**config.mk**
```make
export PLATFORM = sky130hd
export DESIGN_NAME = ctrl_pipe
export DESIGN_NICKNAME = d
export VERILOG_FILES = /design/src/rtl/ctrl_pipe.sv
export SDC_FILE = /design/constraint.sdc
export NUM_CORES = 1
export LEC_CHECK = 0
export BUFFER_PORTS_ARGS = -buffer_cell sky130_fd_sc_hd__buf_4
export CORE_MARGIN = 2
export CORE_UTILIZATION = 30
export DETAILED_ROUTE_END_ITERATION = 8
export GPL_ROUTABILITY_DRIVEN = 0
export MAX_ROUTING_LAYER = met4
export PLACE_DENSITY = 0.52
export SYNTH_ARGS = -nofsm -noshare
export SYNTH_HDL_FRONTEND = slang
export SYNTH_SLANG_ARGS = --single-unit
```
**constraint.sdc**
```tcl
create_clock -name clk_i -period 1.7 [get_ports clk_i]
set_clock_uncertainty 0.2 [all_clocks]
set_input_delay 0 -clock clk_i [delete_from_list [all_inputs] [get_ports clk_i]]
set_output_delay 0 -clock clk_i [all_outputs]
set_load 0.1 [all_outputs]
```
**src/rtl/ctrl_pipe.sv**
```systemverilog
// Control-word pipeline for the 5-stage CPU: stages decoder fields through ID/EX, EX/MEM, MEM/WB
// and detects RAW hazards. Define CTRL_PIPE_FORWARD_EN to enable EX operand forwarding.
`timescale 1ns/1ps
module ctrl_pipe #(
  parameter int unsigned REG_W  = 5,
  parameter int unsigned CTRL_W = 10
) (
  input  logic              clk_i,
  input  logic              rst_i,
  input  logic [CTRL_W-1:0] ctrl_i,
  input  logic [REG_W-1:0]  rs_i,
  input  logic [REG_W-1:0]  rt_i,
  input  logic [REG_W-1:0]  rd_i,
  input  logic              flush_i,
  output logic              stall_o,
  output logic              ex_RegDst_o,
  output logic              ex_ALUSrc_o,
  output logic [1:0]        ex_ALUOp_o,
  output logic              mem_MemWrite_o,
  output logic              mem_MemRead_o,
  output logic              wb_RegWrite_o,
  output logic              wb_MemtoReg_o,
  output logic [REG_W-1:0]  mem_wreg_o,
  output logic [REG_W-1:0]  wb_wreg_o,
  output logic [1:0]        fwdA_o,
  output logic [1:0]        fwdB_o
);

  localparam int unsigned BitRegDst   = 9;
  localparam int unsigned BitAluSrc   = 8;
  localparam int unsigned BitMemtoReg = 7;
  localparam int unsigned BitRegWrite = 6;
  localparam int unsigned BitMemWrite = 5;
  localparam int unsigned BitMemRead  = 4;

  logic             ex_regdst_q, ex_alusrc_q, ex_memtoreg_q, ex_regwrite_q;
  logic             ex_memwrite_q, ex_memread_q;
  logic [1:0]       ex_aluop_q;
  logic [REG_W-1:0] ex_rs_q, ex_rt_q, ex_rd_q;
  logic             mem_memtoreg_q, mem_regwrite_q, mem_memwrite_q, mem_memread_q;
  logic [REG_W-1:0] mem_wreg_q;
  logic             wb_regwrite_q, wb_memtoreg_q;
  logic [REG_W-1:0] wb_wreg_q;

  logic [REG_W-1:0] ex_wreg;
  logic             load_use;
  logic             bubble;

  // Branch/Jump resolve in ID and are never staged.
  logic unused_ctrl;
  assign unused_ctrl = ^ctrl_i[3:2];

  assign ex_wreg  = ex_regdst_q ? ex_rd_q : ex_rt_q;
  assign load_use = ex_memread_q && (ex_rt_q != '0) && ((ex_rt_q == rs_i) || (ex_rt_q == rt_i));
  assign bubble   = flush_i | stall_o;

`ifdef CTRL_PIPE_FORWARD_EN
  always_comb begin
    fwdA_o = 2'b00;
    fwdB_o = 2'b00;
    if (mem_regwrite_q && (mem_wreg_q != '0) && (mem_wreg_q == ex_rs_q)) begin
      fwdA_o = 2'b10;
    end else if (wb_regwrite_q && (wb_wreg_q != '0) && (wb_wreg_q == ex_rs_q)) begin
      fwdA_o = 2'b01;
    end
    if (mem_regwrite_q && (mem_wreg_q != '0) && (mem_wreg_q == ex_rt_q)) begin
      fwdB_o = 2'b10;
    end else if (wb_regwrite_q && (wb_wreg_q != '0) && (wb_wreg_q == ex_rt_q)) begin
      fwdB_o = 2'b01;
    end
  end

  assign stall_o = load_use;
`else
  logic ex_hit, mem_hit;
  logic unused_ex_rs;

  assign fwdA_o       = 2'b00;
  assign fwdB_o       = 2'b00;
  assign unused_ex_rs = ^ex_rs_q;

  // Without forwarding, hold the consumer until the producer reaches MEM/WB.
  assign ex_hit  = ex_regwrite_q && (ex_wreg != '0) &&
                   (((rs_i != '0) && (rs_i == ex_wreg)) || ((rt_i != '0) && (rt_i == ex_wreg)));
  assign mem_hit = mem_regwrite_q && (mem_wreg_q != '0) &&
                   (((rs_i != '0) && (rs_i == mem_wreg_q)) ||
                    ((rt_i != '0) && (rt_i == mem_wreg_q)));
  assign stall_o = load_use | ex_hit | mem_hit;
`endif

  always_ff @(posedge clk_i) begin
    if (!rst_i) begin
      ex_regdst_q    <= 1'b0;
      ex_alusrc_q    <= 1'b0;
      ex_memtoreg_q  <= 1'b0;
      ex_regwrite_q  <= 1'b0;
      ex_memwrite_q  <= 1'b0;
      ex_memread_q   <= 1'b0;
      ex_aluop_q     <= 2'b00;
      ex_rs_q        <= '0;
      ex_rt_q        <= '0;
      ex_rd_q        <= '0;
      mem_memtoreg_q <= 1'b0;
      mem_regwrite_q <= 1'b0;
      mem_memwrite_q <= 1'b0;
      mem_memread_q  <= 1'b0;
      mem_wreg_q     <= '0;
      wb_regwrite_q  <= 1'b0;
      wb_memtoreg_q  <= 1'b0;
      wb_wreg_q      <= '0;
    end else begin
      ex_regdst_q    <= bubble ? 1'b0 : ctrl_i[BitRegDst];
      ex_alusrc_q    <= bubble ? 1'b0 : ctrl_i[BitAluSrc];
      ex_memtoreg_q  <= bubble ? 1'b0 : ctrl_i[BitMemtoReg];
      ex_regwrite_q  <= bubble ? 1'b0 : ctrl_i[BitRegWrite];
      ex_memwrite_q  <= bubble ? 1'b0 : ctrl_i[BitMemWrite];
      ex_memread_q   <= bubble ? 1'b0 : ctrl_i[BitMemRead];
      ex_aluop_q     <= bubble ? 2'b00 : ctrl_i[1:0];
      ex_rs_q        <= rs_i;
      ex_rt_q        <= rt_i;
      ex_rd_q        <= rd_i;
      mem_memtoreg_q <= ex_memtoreg_q;
      mem_regwrite_q <= ex_regwrite_q;
      mem_memwrite_q <= ex_memwrite_q;
      mem_memread_q  <= ex_memread_q;
      mem_wreg_q     <= ex_wreg;
      wb_regwrite_q  <= mem_regwrite_q;
      wb_memtoreg_q  <= mem_memtoreg_q;
      wb_wreg_q      <= mem_wreg_q;
    end
  end

  assign ex_RegDst_o    = ex_regdst_q;
  assign ex_ALUSrc_o    = ex_alusrc_q;
  assign ex_ALUOp_o     = ex_aluop_q;
  assign mem_MemWrite_o = mem_memwrite_q;
  assign mem_MemRead_o  = mem_memread_q;
  assign mem_wreg_o     = mem_wreg_q;
  assign wb_RegWrite_o  = wb_regwrite_q;
  assign wb_MemtoReg_o  = wb_memtoreg_q;
  assign wb_wreg_o      = wb_wreg_q;

endmodule

```
Word level (Yosys, flattened, before mapping)

Cells that the tools add are included.

Bits of input ports: 28
Register bits after elaboration: 34
Bits in latches: 0
Output and inout bits: 23
ROM bits: 0
Memories: 0
Word-level logic and storage cells: 47
Memory bits (writable): 0

Bitwise logic cells: 4
Div/mod/pow operators: 0
Shift-type cells: 0
Eq/ne operators: 6
Reductions and logical operators: 19
Order comparisons: 0
Add/sub/neg operators: 0
Multiplexer cells: 1
Multipliers: 0

Operators by type and width:

| operator            | number |
|---|---|
| 5-bit equality test | 6 |
| 5-bit nonzero test  | 5 |
| 1-bit logical AND   | 10 |
| 5-bit two-way mux   | 1 |
| 1-bit logical OR    | 3 |
| 1-bit bitwise OR    | 3 |
| 2-bit OR reduction  | 1 |
| 1-bit inverter      | 1 |

Logic depth before layout (Yosys ltp)

Gate-level depths: netlist (run 1).

Depth in word-level cells: 9
Gate-level depth with buffers: 7
Gate-level depth less buffers: 5

Worst setup path before layout (run 1)

No wires, ideal clock.

Path type: flip-flop to output port
Start: reg ex_regdst_q, in the netlist ex_RegDst_o
End: out stall_o
Slack: -1440 ps
Buffers on the path: 1
Arrival time: 2940 ps
Stages on the path, launching flop included: 7
Data required time: 1500 ps
Path through: dfxtp_1 buf_2 mux2i_1 xor2_1 nand4_1 o22ai_2 a211o_1

Word-level cells in the longest chain between the ends: 7
Elaborated cells on any way between the ends: 11
Classes of those cells: 2 x eq/ne; 1 x mux; 2 x bitwise; 6 x reduce/logical

RTL lines:

| what                             | line | text |
|---|---|---|
| from (decl)                      | 36   | `logic ex_regdst_q, ex_alusrc_q, ex_memtoreg_q, ex_regwrite_q;` |
| from (signal assigned)           | 112  | `ex_regdst_q <= bubble ? 1'b0 : ctrl_i[BitRegDst];` |
| 5-bit two-way mux *              | 53   | `assign ex_wreg = ex_regdst_q ? ex_rd_q : ex_rt_q;` |
| 5-bit equality test              | 84   | `(((rs_i != '0) && (rs_i == ex_wreg)) \|\| ((rt_i != '0) && (rt_i == ex_wreg)));` |
| 1-bit logical AND                | 84   |  |
| 1-bit logical OR                 | 84   |  |
| 1-bit logical AND *              | 83   | `assign ex_hit = ex_regwrite_q && (ex_wreg != '0) &&` |
| 1-bit bitwise OR * (2 in series) | 88   | `assign stall_o = load_use \| ex_hit \| mem_hit;` |
| to (decl)                        | 15   | `output logic stall_o,` |

Mark *: on every way between the ends. The rest lies on a longest branch, timed or not.

Worst setup path in the final report (run 1)

Ends and elaborated chain as after synthesis.

==> results of run 1 <==
report_power, final:
part / switching (W) / internal (W) / total, W
clock network: 0.000287 / 0.000431 / 0.000718
logic: 0.000305 / 0.000235 / 0.000539
registers: 0.0000364 / 0.000831 / 0.000867
total: 0.000628 / 0.00150 / 0.00212
metal layers:
| layer | vias up | share of wire, % | global-route usage (%) |
|---|---|---|---|
| met4 | 0 | 2.5 | 7.212 |
| met3 | 13 | 5.2 | 4.365 |
| met2 | 53 | 52 | 33.33 |
| met1 | 676 | 40 | 19.48 |
| met5 | - | 0 | - |
| li1 | 711 | - | - |
layout by cell type (no fill, tap or decap), drive strengths merged, types with 2 or more instances in the layout:
cell / instances
mux2i: 5
xnor2: 14
nand2: 11
buf: 75
o211ai: 2
nor4: 3
or4: 3
a2111oi: 8
o21ai: 2
xor2: 16
dfxtp: 34
clkbuf: 5
conb: 4
nor2b: 6
dlygate4sd3: 30
o22ai: 2
and2: 21
clkinv: 2
nand4: 2
nand3: 2
stage by stage:
step	cells	utilization [%]	area (µm²)	hold slack, ns
2_1_floorplan	152	-	1649	-0.08395
3_3_place_gp	279	43.31	2170	0.009457
3_5_place_dp	279	43.31	2170	0.01037
4_1_cts	320	53.55	2683	0.01306
5_1_grt	325	54.75	2743	0.02992
6_report	325	54.75	2743	0.01887
repair_timing:
| action | in CTS | in global routing |
|---|---|---|
| gates resized for setup | 11 | 3 |
| pin swaps | 5 | 4 |
| hold buffers | 30 | 0 |
| setup buffers | 3 | 5 |
| setup endpoints to repair | 9 | 9 |
| hold endpoints to repair | 21 | 0 |
cells by family after synthesis:
kind of cell / count (synthesis) / share of synthesized area [%]
DFF: 34 / 44.37
xor gates and xnor gates: 30 / 17.13
buffers and inverters: 10 / 3.589
other: 1 / 0.2445
and+or+nand+nor: 52 / 19.82
AOI/OAI and AO/OA: 17 / 11.58
muxes: 5 / 3.263
worst register-to-register path, delay by kind of cell (launching register included):
| family | cells | cell delay [ns] |
|---|---|---|
| buffers and inverters | 2 | 0.31 |
| AO/OA/AOI/OAI | 2 | 0.48 |
| multiplexers | 1 | 0.31 |
| AND/OR/NAND/NOR | 1 | 0.16 |
| XOR/XNOR | 1 | 0.10 |
| flip-flops | 1 | 0.47 |
state kept, by name, indices dropped and copies added (netlist names), 2 cells and up:
register / cells
ex_ALUOp_o: 2
ex_rd_q: 5
ex_rt_q: 5
mem_wreg_o: 5
wb_wreg_o: 5
final timing paths:
kind,depth (start not counted),endpoint
hold / removal,3,mem_wreg_o[0]
setup reg to reg,7,ex_memwrite_q
hold reg to reg,1,mem_memtoreg_q
setup / recovery,6,stall_o
area by class of cell:
type | count | area [µm²]
fillers | 464 | 2267
multi-input cells | 108 | 975.9
repair buffers | 105 | 879.6
flip-flops and latches | 34 | 690.7
well taps | 70 | 87.58
clock buffers | 5 | 68.82
clock inverters | 3 | 40.04
==> flow_metrics.env, run 1 <==
export IMPL_powerDensity_mw_per_mm2=774.4
export IMPL_drt_wirelength_per_cell_um=14.66
export IMPL_port_buffers=44
export IMPL_final_nets=282
export IMPL_yosysWarnings=0
export IMPL_start_util_pct=30.62
export IMPL_critPathSlowestCell="dfxtp_4"
export IMPL_crit_type="reg -> out"
export IMPL_synth_flop_cell="dfxtp_1"
export IMPL_rsz0062_at_grt="true"
export IMPL_place_hpwl_um=3194
export IMPL_start_kind="register"
export IMPL_gr_total_overflow=0
export IMPL_fmax_mhz=449.8
export IMPL_antenna_found_initial=0
export IMPL_synth_edf_count=0
export IMPL_final_setup_worst_slack_ns=-0.5231
export IMPL_arrival_ns=2.02
export IMPL_violations="negative setup slack"
export IMPL_num_antenna_cells=0
export IMPL_worstReg2RegStart="ex_RegDst_o"
export IMPL_cts_inserted_buffers=5
export IMPL_cts_max_level=2
export IMPL_leakagePower_nw=1.142
export IMPL_fp_row_count=26
export IMPL_crit_family="flip-flops"
export IMPL_cts_sinks=34
export IMPL_netlist_area_leader_share_pct=44.37
export IMPL_p_total_w=0.002124
export IMPL_netlist_area_mm2=0.001534
export IMPL_route_detailed_drc=0
export IMPL_insertion_delay_ns=0.28
export IMPL_dieArea_mm2=0.005701
export IMPL_synth_distinct_cells=30
export IMPL_max_stage_delay_ns=0.47
export IMPL_hold_viol=0
export IMPL_pin_count=51
export IMPL_clk_pin_slew_ns=0.07
export IMPL_min_from="rst_i"
export IMPL_synth_commonest_cells="34 x dfxtp_1, 21 x and2_1, 16 x xor2_1"
export IMPL_cp_startpoint="ex_RegDst_o"
export IMPL_grt_pass1_wl_um=7486
export IMPL_area_growth_syn_to_layout_pct=78.79
export IMPL_vias_per_cell=4.471
export IMPL_num_vias=1453
export IMPL_clockBufferDepth=2
export IMPL_status="finished, violations left"
export IMPL_crit_chain="mux2i_4 -> xor2_1 -> nand4_1 -> o22ai_4 -> a211o_4 -> buf_12"
export IMPL_grt_pass1_vias=1598
export IMPL_dr_first_iter_drc_count=31
export IMPL_peakVddDrop_v=0.0004222
export IMPL_drive_above_1_share_pct=41.96
export IMPL_dp_slack_ns=-0.4113
export IMPL_ant_nets=0
export IMPL_syn_inst=149
export IMPL_synth_seq_cells=34
export IMPL_synthTopCellsByArea="dfxtp_1 44%, xor2_1 9.1%, and2_1 8.6%, xnor2_1 8.0%, a2111oi_1 4.6%"
export IMPL_grt_util_all_layers_pct=18.52
export IMPL_core_mm2=0.005010
export IMPL_dr_pass1_iters=4
export IMPL_maxCapViolCount=0
export IMPL_final_setup_tns_ns=-3.715
export IMPL_period_needed_ns=2.223
export IMPL_cts_root_buf="clkbuf_8"
export IMPL_report_final_slew_viol_count=0
export IMPL_ff2ff_setup_slack_ns=-0.44
export IMPL_period_share_pct=130.8
export IMPL_grt_max_degree=21
export IMPL_cp_num_buf_inv=1
export IMPL_cts_tree="built"
export IMPL_die_w_um=75.51
export IMPL_die_y_um=75.51
export IMPL_hold_path_class="in -> reg"
export IMPL_synth_area_per_cell_um2=10.30
export IMPL_synth_most_common_cell="dfxtp_1"
export IMPL_crit_path_end_kind="primary output"
export IMPL_synth_seq_area_share_pct=44.37
export IMPL_drt_total_wl_um=4766
export IMPL_setup_viol=9
export IMPL_async_flop_share_pct=0
export IMPL_critPathMaxFanout=6
export IMPL_synth_top_area_cell="dfxtp_1"
export IMPL_required_ns=1.50
Power figures use the tool's default switching activity.
==> run 2, diff against run 1 <==
--- a/config.mk
+++ b/config.mk
@@ -7,11 +7,11 @@
 export LEC_CHECK = 0
 export BUFFER_PORTS_ARGS = -buffer_cell sky130_fd_sc_hd__buf_4
 export CORE_MARGIN = 2
-export CORE_UTILIZATION = 30
+export CORE_UTILIZATION = 35
 export DETAILED_ROUTE_END_ITERATION = 8
 export GPL_ROUTABILITY_DRIVEN = 0
 export MAX_ROUTING_LAYER = met4
-export PLACE_DENSITY = 0.52
+export PLACE_DENSITY = 0.59
 export SYNTH_ARGS = -nofsm -noshare
 export SYNTH_HDL_FRONTEND = slang
 export SYNTH_SLANG_ARGS = --single-unit
==> constraint.sdc (replaced) <==
create_clock -name clk_i -period 1.7 [get_ports clk_i]
set_clock_uncertainty 0.2 [all_clocks]
set_input_delay 0.085 -clock clk_i [delete_from_list [all_inputs] [get_ports clk_i]]
set_output_delay 0.085 -clock clk_i [all_outputs]
set_load 0.1 [all_outputs]
==> flow_metrics.env, run 2 (synthesis results as in run 1) <==
export IMPL_grt_util_all_layers_pct=20.00
export IMPL_crit_path_end_kind="primary output"
export IMPL_finalCoreUtilization_pct=63.93
export IMPL_area_growth_syn_to_layout_pct=78.96
export IMPL_place_hpwl_um=3177
export IMPL_start_kind="register"
export IMPL_peakVddDrop_v=0.0003859
export IMPL_cp_num_buf_inv=1
export IMPL_start_util_pct=35.72
export IMPL_layout_common_cells="75 x buf_4, 28 x dfxtp_1, 27 x dlygate4sd3_1"
export IMPL_dr_pass1_iters=4
export IMPL_port_buffers=44
export IMPL_hold_path_class="in -> reg"
export IMPL_grt_max_degree=26
export IMPL_required_ns=1.41
export IMPL_core_mm2=0.004294
export IMPL_gr_total_overflow=0
export IMPL_cts_sinks=34
export IMPL_die_w_um=70.20
export IMPL_pin_count=51
export IMPL_dieArea_mm2=0.004928
export IMPL_crit_family="flip-flops"
export IMPL_max_stage_delay_ns=0.47
export IMPL_clk_pin_slew_ns=0.07
export IMPL_hold_viol=0
export IMPL_grt_use_met2_pct=35.56
export IMPL_use_met3_pct=4.906
export IMPL_clockBufferDepth=2
export IMPL_antenna_found_initial=0
export IMPL_fp_row_count=24
export IMPL_violations="negative setup slack"
export IMPL_rsz0062_at_grt="true"
export IMPL_final_nets=282
export IMPL_ant_nets=0
export IMPL_powerDensity_mw_per_mm2=740.8
export IMPL_crit_type="reg -> out"
export IMPL_crit_chain="mux2i_4 -> xor2_1 -> nand4_1 -> o22ai_4 -> a211o_4 -> buf_12"
export IMPL_maxCapViolCount=0
export IMPL_cts_root_buf="clkbuf_8"
export IMPL_met1_usage_pct=22.19
export IMPL_route_detailed_drc=0
export IMPL_setup_viol=9
export IMPL_grt_busiest_layer="met2"
export IMPL_grt_pass1_vias=1532
export IMPL_insertion_delay_ns=0.29
export IMPL_drive_above_1_share_pct=43.92
export IMPL_die_y_um=70.20
export IMPL_period_needed_ns=2.294
export IMPL_period_share_pct=135.0
export IMPL_final_setup_tns_ns=-4.324
export IMPL_dp_slack_ns=-0.3997
export IMPL_cts_max_level=2
export IMPL_report_final_slew_viol_count=0
export IMPL_drt_wirelength_per_cell_um=14.72
export IMPL_final_setup_worst_slack_ns=-0.5942
export IMPL_final_common_cell="buf_4"
export IMPL_grt_pass1_wl_um=7286
export IMPL_design_area_mm2=0.002745
export IMPL_critPathMaxFanout=6
export IMPL_vias_per_cell=4.717
export IMPL_num_vias=1448
export IMPL_leakagePower_nw=1.145
export IMPL_dr_first_iter_drc_count=44
export IMPL_critPathSlowestCell="dfxtp_4"
export IMPL_num_antenna_cells=0
export IMPL_place_area_mm2=0.002212
export IMPL_drt_total_wl_um=4518
export IMPL_cts_tree="built"
export IMPL_fmax_mhz=435.9
export IMPL_arrival_ns=2.01
export IMPL_status="finished, violations left"
export IMPL_cts_inserted_buffers=5
-- run 2: changes by cell type in the layout (fill, tap and decap cells not counted), sizes merged --
cell,before,now
dlygate4sd3,30,27
buf,75,78
clkinv,2,1
bufinv,1,0
clkbuf,5,7
-- run 2: cell type report --
class | instances | area, µm²
tap | 52 | 65.06
clock inverter | 1 | 5.005
sequential | 34 | 690.7
multi-input combinational | 108 | 1013
fill | 356 | 1549
clock buffer | 7 | 86.33
timing repair buffer | 105 | 884.6
-- run 2: final timing paths --
kind                                      from             to  slack, ns  cells past startpoint
worst min register to register  mem_memtoreg_q  wb_MemtoReg_o       0.24                      1
worst max register to register     ex_RegDst_o  ex_ALUOp_o[0]      -0.50                      8
worst max-delay path               ex_RegDst_o        stall_o      -0.59                      6
worst min-delay path                     rst_i  mem_wreg_o[1]       0.12                      3
-- run 2: worst min-delay path: stages --
cell and delay [ns]:
buf_4 0.13, buf_4 0.20, nor2b_1 0.14
-- run 2: routing by layer --
| metal | wire length [µm] | share of wire (%) | up-vias |
|---|---|---|---|
| li1 | - | - | 716 |
| met1 | 1831 | 41 | 684 |
| met2 | 2424 | 54 | 41 |
| met3 | 194 | 4.3 | 7 |
| met4 | 68 | 1.5 | 0 |
| met5 | 0 | 0 | - |
-- run 2: timing repair --
item | 4_1_cts | 5_1_grt
hold buffers | 27 | 0
endpoints found under the setup margin | 9 | 9
gates resized for setup | 12 | 7
setup buffers | 2 | 2
pin swaps | 3 | 5
hold endpoints to repair | 19 | 0
-- run 2: through the flow --
step           cells  total power (W)  hold slack [ns]
3_3_place_gp     268         0.001347          0.09300
3_5_place_dp     268         0.001353          0.09873
6_report         307         0.002034           0.1212
4_1_cts          305         0.002027           0.1114
2_1_floorplan    152         0.001191         0.001052
5_1_grt          307         0.002114           0.1175
-- run 2: power by group --
| group | leakage (nW) | switching [W] | internal [W] |
|---|---|---|---|
| clock | 0.0482 | 0.000287 | 0.000327 |
| sequential | 0.282 | 0.0000370 | 0.000831 |
| combinational | 0.814 | 0.000310 | 0.000242 |
